[src/rtl/fifo_write_arbiter.sv]
// Round-robin arbiter sharing one FIFO write port among REQS valid/ready producers, BURST words per grant.
// Optional macro FIFO_ARB_PRIO_EN: requester 0 always wins arbitration when the port is idle.
module fifo_write_arbiter #(
    parameter int REQS  = 4,
    parameter int BITS  = 32,
    parameter int BURST = 4
) (
    input  logic                 clk,
    input  logic                 reset,
    input  logic [REQS-1:0]      req_valid,
    input  logic [REQS*BITS-1:0] req_data,
    output logic [REQS-1:0]      req_ready,
    input  logic                 fifo_full,
    output logic                 fifo_write_en,
    output logic [BITS-1:0]      fifo_data,
    output logic [REQS-1:0]      grant,
    output logic                 busy
);
    localparam int IW = (REQS > 1) ? $clog2(REQS) : 1;
    localparam int BW = (BURST > 1) ? $clog2(BURST) : 1;

    typedef enum logic {IDLE, BUSY} state_t;

    state_t        state, state_n;
    logic [IW-1:0] owner, owner_n;
    logic [IW-1:0] last, last_n;
    logic [BW-1:0] beat, beat_n;
    logic [IW-1:0] pick, cand;
    logic          found;
    logic          xfer;

    always_ff @(posedge clk or negedge reset) begin
        if (!reset) begin
            state <= IDLE;
            owner <= '0;
            last  <= IW'(REQS - 1);
            beat  <= '0;
        end else begin
            state <= state_n;
            owner <= owner_n;
            last  <= last_n;
            beat  <= beat_n;
        end
    end

    // Scan upward from the slot after the previous winner, wrapping at REQS.
    always_comb begin
        pick  = last;
        cand  = '0;
        found = 1'b0;
        for (int k = 1; k <= REQS; k++) begin
            cand = IW'((int'(last) + k) % REQS);
            if (!found && req_valid[cand]) begin
                pick  = cand;
                found = 1'b1;
            end
        end
`ifdef FIFO_ARB_PRIO_EN
        if (req_valid[0]) begin
            pick = '0;
        end
`else
`endif
    end

    assign xfer = (state == BUSY) && req_valid[owner] && !fifo_full;

    always_comb begin
        state_n = state;
        owner_n = owner;
        last_n  = last;
        beat_n  = beat;
        case (state)
            IDLE: begin
                if (|req_valid) begin
                    state_n = BUSY;
                    owner_n = pick;
                    last_n  = pick;
                    beat_n  = '0;
                end
            end
            BUSY: begin
                if (!req_valid[owner]) begin
                    state_n = IDLE;
                end else if (xfer) begin
                    if (beat == BW'(BURST - 1)) begin
                        state_n = IDLE;
                    end else begin
                        beat_n = beat + 1'b1;
                    end
                end
            end
            default: state_n = IDLE;
        endcase
    end

    // Port outputs only exist while a producer owns the port.
    always_comb begin
        req_ready     = '0;
        grant         = '0;
        fifo_write_en = 1'b0;
        fifo_data     = '0;
        busy          = (state == BUSY);
        if (state == BUSY) begin
            grant[owner]     = 1'b1;
            req_ready[owner] = !fifo_full;
            fifo_write_en    = xfer;
            fifo_data        = req_data[int'(owner)*BITS +: BITS];
        end
    end
endmodule
[config.mk]
export PLATFORM = sky130hd
export DESIGN_NAME = fifo_write_arbiter
export DESIGN_NICKNAME = d
export VERILOG_FILES = /design/src/rtl/fifo_write_arbiter.sv
export SDC_FILE = /design/constraint.sdc
export NUM_CORES = 1
export LEC_CHECK = 0
export BUFFER_PORTS_ARGS = -buffer_cell sky130_fd_sc_hd__buf_2
export CORE_AREA = 5 5 73 75
export CTS_CLUSTER_SIZE = 28
export DETAILED_ROUTE_END_ITERATION = 8
export DIE_AREA = 0 0 78 80
export PLACE_DENSITY_LB_ADDON = 0.12
export SYNTH_ARGS = -nofsm -noshare
export SYNTH_HDL_FRONTEND = slang
export SYNTH_SLANG_ARGS = --single-unit
[constraint.sdc]
create_clock -name clk -period 2.2 [get_ports clk]
set_input_delay 0.33 -clock clk [delete_from_list [all_inputs] [get_ports clk]]
set_output_delay 0.33 -clock clk [all_outputs]
set_load 0.02 [all_outputs]
==> flow_metrics.env, run 1 <==
export IMPL_grt_pass1_wl_um=9940
export IMPL_tns_ns=0
export IMPL_yosysTopAreaCell="mux4_2"
export IMPL_grt_max_degree=31
export IMPL_gp_congestion=0.813
export IMPL_final_hold_viol_count=0
export IMPL_clock_root_buffer="clkbuf_8"
export IMPL_syn_to_final_growth_pct=66.1
export IMPL_instances_no_fill=361
export IMPL_required_ns=1.87
export IMPL_drc_errors=0
export IMPL_cpLargestDelayFamily="multiplexers"
export IMPL_vias=1835
export IMPL_slowest_stage="mux4_1"
export IMPL_die_area_mm2=0.00624
export IMPL_synth_fa_ha_area_share_pct=0.842
export IMPL_holdCritPathClass="input port to asynchronous set/reset pin"
export IMPL_cts_tree="built"
export IMPL_placed_cell_area_mm2=0.00241
export IMPL_rows=25
export IMPL_hold_buffers=1
export IMPL_start_util_pct=32.3
export IMPL_firstDrtPassIters=4
export IMPL_cp_cell_sequence="buf_4 -> mux4_1 -> and2_1 -> buf_2"
export IMPL_synth_xor_area_share_pct=0
export IMPL_clock_sink_count=7
export IMPL_antenna_left=0
export IMPL_fmax_mhz=480
export IMPL_post_cts_buffers=0
export IMPL_synthMuxAreaShare_pct=52.6
export IMPL_grt_usage_pct=20.1
export IMPL_synth_top_area_share_pct=47.0
export IMPL_worstPathArrival_ns=1.75
export IMPL_ir_drop_mv=0.584
export IMPL_worst_path_buf_inv=2
export IMPL_syn_avg_cell_area_um2=11.0
export IMPL_total_power_w=0.00305
export IMPL_first_iter_violations=45
export IMPL_antenna_cells=0
export IMPL_tightest_slew_ns=0.473
export IMPL_ys_seq_elements=7
export IMPL_setup_violations=0
export IMPL_dp_hpwl_um=5690
export IMPL_yosysWarnings=0
export IMPL_port_buffers=176
export IMPL_synth_area_mm2=0.00149
export IMPL_layout_min_cycle_time_ns=2.08
export IMPL_skew_ns=0.00117
export IMPL_place_inst=356
export IMPL_cts_buffer_depth=2
export IMPL_slowest_delay_ns=0.57
export IMPL_slew_viol_final=0
export IMPL_post_route_util_pct=53.7
export IMPL_cp_max_fo=14
export IMPL_die_w_um=78
export IMPL_rsz0062_at_grt="no"
export IMPL_routedWlPerCell_um=18.3
export IMPL_synthCells=135
export IMPL_ctsHtreeMaxLevel=1
export IMPL_drive_gt1_share_pct=71.7
export IMPL_outcome="finished, final reports clean"
export IMPL_clk_pin_slew_worst_paths_ns=0.04
export IMPL_maxSlewHeadroom_pct=68.5
export IMPL_leakage_nw=1.30
export IMPL_yosysSeqAreaShare_pct=12.0
export IMPL_end_kind="output pin"
export IMPL_viasPerCell=5.08
export IMPL_worstSetupPathType="register to output pin"
export IMPL_synth_compound_area_share_pct=6.48
export IMPL_antenna_found_initial=0
export IMPL_synth_area_leaders="mux4_2, and2_1, dfrtp_1"
export IMPL_numCtsBuffers=3
export IMPL_cp_start_kind="register"
export IMPL_cap_violations=0
export IMPL_core_mm2=0.00460
export IMPL_io_pins=177
export IMPL_synthSimpleGateAreaFrac_pct=22.2
export IMPL_clk_latency_ns=0.23
export IMPL_die_h_um=80
export IMPL_grt_ovfl_total=0
export IMPL_cts_resized=0
export IMPL_nets=444
export IMPL_synth_top_family_by_area="multiplexers"
export IMPL_min_period_over_period_pct=94.7
export IMPL_ys_types=28
export IMPL_power_density_mw_per_mm2=1230
export IMPL_synth_nets=271
export IMPL_postLayoutCellArea_mm2=0.00247
export IMPL_routed_wl_um=6610
export IMPL_first_global_vias=1889
## registers in the layout (all words and copies together), names as in the netlist
register  cells
owner         2
beat          2
last          2
busy          1
## cells in the final DEF (no fill, tap or decap), drive strengths merged
cell type and count:
a311o 1, nand2 5, and2 33, mux4 33, nor2 8, ha 1
inv 4, o21ai 4, o31ai 1, dlygate4sd3 1, mux2 1, o211ai 1
nand2b 3, mux2i 2, a211o 1, or3 1, nor2b 4, buf 181
dfrtp 5, clkbuf 4, a21oi 4, dfstp 2, nor3 4, a21o 3
## area by class of cell
class | count | area, um^2
Clock buffer | 4 | 45.0
Fill cell | 452 | 2130
Inverter | 4 | 15.0
Multi-Input combinational cell | 110 | 1220
Sequential cell | 7 | 179
Tap cell | 54 | 67.6
Timing Repair Buffer | 182 | 941
## final timing paths
| path | startpoint | to | depth (start not counted) | slack [ns] |
|---|---|---|---|---|
| worst min register to register | beat[0] | beat[0] | 1 | 0.50 |
| worst min-delay path | reset | beat[0] | 2 | 0.46 |
| worst max-delay path | owner[0] | fifo_data[0] | 4 | 0.12 |
| max in group asynchronous | reset | last[1] | 2 | 1.51 |
| worst max register to register | owner[0] | beat[0] | 5 | 0.56 |
| min in group clk | fifo_full | busy | 3 | 0.46 |
## cells in the mapped netlist, drive strengths merged
master / instances
a211o: 1
a21o: 3
a21oi: 4
a311o: 1
and2: 33
buf: 8
clkbuf: 6
dfrtp: 5
dfstp: 2
ha: 1
inv: 4
mux2: 1
mux2i: 2
mux4: 33
nand2: 5
nand2b: 3
nor2: 8
nor2b: 4
nor3: 4
o211ai: 1
o21ai: 4
o31ai: 1
or3: 1
## power breakdown
group	internal (W)	total, W	switching (W)
sequential	0.000208	0.000302	0.0000934
combinational	0.00124	0.00256	0.00132
clock	0.000126	0.000189	0.0000634
total	0.00157	0.00305	0.00148
## worst reg2reg max path, cell delays in order, from the launching register on
cell,delay (ns)
dfrtp_2,0.41
buf_12,0.18
mux4_2,0.34
nand2_1,0.08
or3_4,0.38
mux2i_1,0.13
## stage by stage
stage	worst slack [ns]	hold slack, ns
2_1_floorplan	0.372	0.0344
3_3_place_gp	0.361	0.170
6_report	0.116	0.460
3_5_place_dp	0.318	0.174
5_1_grt	0.0116	0.478
4_1_cts	0.0918	0.458
## per-layer routing
layer	wire length, um	part of all wire [%]	vias up	global-route usage (%)
met4	100	1.5	0	4.39
met1	2410	37	886	22.9
met3	476	7.2	8	3.61
met5	0	0	-	0
met2	3620	55	78	38.6
li1	-	-	863	-
## cell families after synthesis
| kind of cell | Yosys count |
|---|---|
| AND/OR/NAND/NOR | 58 |
| multiplexers | 36 |
| buffers and inverters | 18 |
| AO/OA/AOI/OAI | 15 |
| flip-flops | 7 |
| adder cells (fa/ha/maj) | 1 |
Power figures use the tool's default switching activity.
==> run 2: changes to the inputs <==
Settings changed: CORE_AREA 5 5 73 75 to 5 5 56 96, DIE_AREA 0 0 78 80 to 0 0 61 101.
==> flow_metrics.env, run 2 (synthesis gave the netlist of run 1 again) <==
export IMPL_cp_start_kind="register"
export IMPL_worstSetupStartpoint="owner[0]"
export IMPL_top_regs="beat x2, last x2, owner x2"
export IMPL_numCtsBuffers=3
export IMPL_syn_to_final_growth_pct=65.9
export IMPL_firstDrtPassIters=5
export IMPL_slowest_delay_ns=0.57
export IMPL_tns_ns=0
export IMPL_power_density_mw_per_mm2=1230
export IMPL_regArea_um2=179
export IMPL_routedWlPerCell_um=18.0
export IMPL_worst_path_buf_inv=2
export IMPL_grt_pass1_wl_um=9230
export IMPL_grt_usage_pct=19.8
export IMPL_cp_max_fo=28
export IMPL_cts_buffer_depth=2
export IMPL_io_pins=177
export IMPL_rsz0062_at_grt="no"
export IMPL_drc_errors=0
export IMPL_worstPathArrival_ns=1.73
export IMPL_setup_violations=0
export IMPL_first_iter_violations=31
export IMPL_nets=444
export IMPL_die_h_um=101
export IMPL_gp_congestion=0.783
export IMPL_cts_resized=0
export IMPL_rrSetupSlack_ns=0.56
export IMPL_drive_gt1_share_pct=71.7
export IMPL_routed_wl_um=6450
export IMPL_rows=33
export IMPL_fmax_mhz=486
export IMPL_required_ns=1.87
export IMPL_cpLargestDelayFamily="multiplexers"
export IMPL_postLayoutCellArea_mm2=0.00247
export IMPL_ir_drop_mv=0.895
export IMPL_start_util_pct=32.7
export IMPL_core_mm2=0.00454
export IMPL_layout_min_cycle_time_ns=2.06
export IMPL_dp_hpwl_um=5710
export IMPL_leakage_nw=1.30
export IMPL_layout_commonest_cell="buf_2"
export IMPL_reg2reg_to="beat[0]"
export IMPL_grt_ovfl_total=0
export IMPL_holdCritPathClass="input port to asynchronous set/reset pin"
export IMPL_maxSlewHeadroom_pct=73.5
export IMPL_slew_viol_final=0
export IMPL_grt_max_degree=29
export IMPL_antenna_found_initial=0
export IMPL_port_buffers=176
export IMPL_first_global_vias=1941
export IMPL_min_period_over_period_pct=93.5
export IMPL_die_w_um=61
export IMPL_skew_ns=0.00344
export IMPL_placed_cell_area_mm2=0.00241
export IMPL_reg2reg_from="owner[0]"
export IMPL_cp_cell_sequence="buf_12 -> mux4_1 -> and2_1 -> buf_2"
export IMPL_cts_tree="built"
export IMPL_multi_input_area_mm2=0.00122
export IMPL_end_kind="output pin"
export IMPL_worstSetupPathType="register to output pin"
export IMPL_mostFrequentLayoutCells="buf_2, and2_1, mux4_2, nor2_1, nand2_1"
export IMPL_final_hold_viol_count=0
export IMPL_clk_latency_ns=0.23
export IMPL_clock_sink_count=7
export IMPL_ctsHtreeMaxLevel=1
export IMPL_slowest_stage="mux4_1"
export IMPL_clk_pin_slew_worst_paths_ns=0.04
export IMPL_hold_buffers=1
export IMPL_cp_endpoint="fifo_data[31]"
export IMPL_antenna_cells=0
export IMPL_post_cts_buffers=0
export IMPL_crit_cells=4
export IMPL_viasPerCell=5.16
export IMPL_outcome="finished, final reports clean"
export IMPL_clock_root_buffer="clkbuf_8"
export IMPL_die_area_mm2=0.00616
export IMPL_cap_violations=0
export IMPL_antenna_left=0
export IMPL_vias=1851
export IMPL_tightest_slew_ns=0.397
export IMPL_rr_worst_depth=5
export IMPL_fillers=458
==> run 2: cell counts in the layout (fill, tap and decap cells not counted) <==
Identical to the previous run, type by type.
==> run 2: layout make-up <==
cell class                 instances  area share (%)
multi-input combinational        110            49.5
sequential                         7            7.26
tap                               52            2.64
timing repair buffer             182            38.2
clock buffer                       4            1.83
inverter                           4           0.609
==> run 2: layer usage <==
layer  global-route usage, %  share of wire (%)  vias up
li1                        -                  -      862
met1                    19.4                 30      869
met2                    37.9                 55      106
met3                    5.38                 12       14
met4                    6.18                2.6        0
met5                       0                  0        -
==> run 2: worst min-delay path by stage <==
stage               end  slack (ns)
4_1_cts        owner[1]        0.46
2_1_floorplan   beat[0]        0.03
6_report       owner[1]        0.46
3_3_place_gp   owner[1]        0.17
5_1_grt        owner[0]        0.50
3_5_place_dp   owner[1]        0.18
==> run 2: where the power goes <==
part	internal, W	leakage [nW]	switching, W
Combinational	0.00124	1.20	0.00132
Clock	0.000125	0.0228	0.0000569
Sequential	0.000209	0.0820	0.0000866
Total	0.00157	1.30	0.00147
==> run 2: through the flow <==
stage	std cells	hold WS [ns]	util (%)	total power [W]	setup slack, ns
floorplan	135	0.0344	-	0.00217	0.372
global placement	354	0.174	53.1	0.00286	0.367
detailed placement	354	0.176	53.1	0.00290	0.363
CTS	359	0.463	54.3	0.00309	0.119
global route	359	0.497	54.3	0.00327	0.0563
finish	359	0.463	54.3	0.00303	0.144
==> run 2: worst register-to-register path, delay by kind of cell, from the launching register on <==
family	cells	cell delay [ns]
muxes	2	0.47
and+or+nand+nor	2	0.45
DFF	1	0.41
buffers and inverters	1	0.19
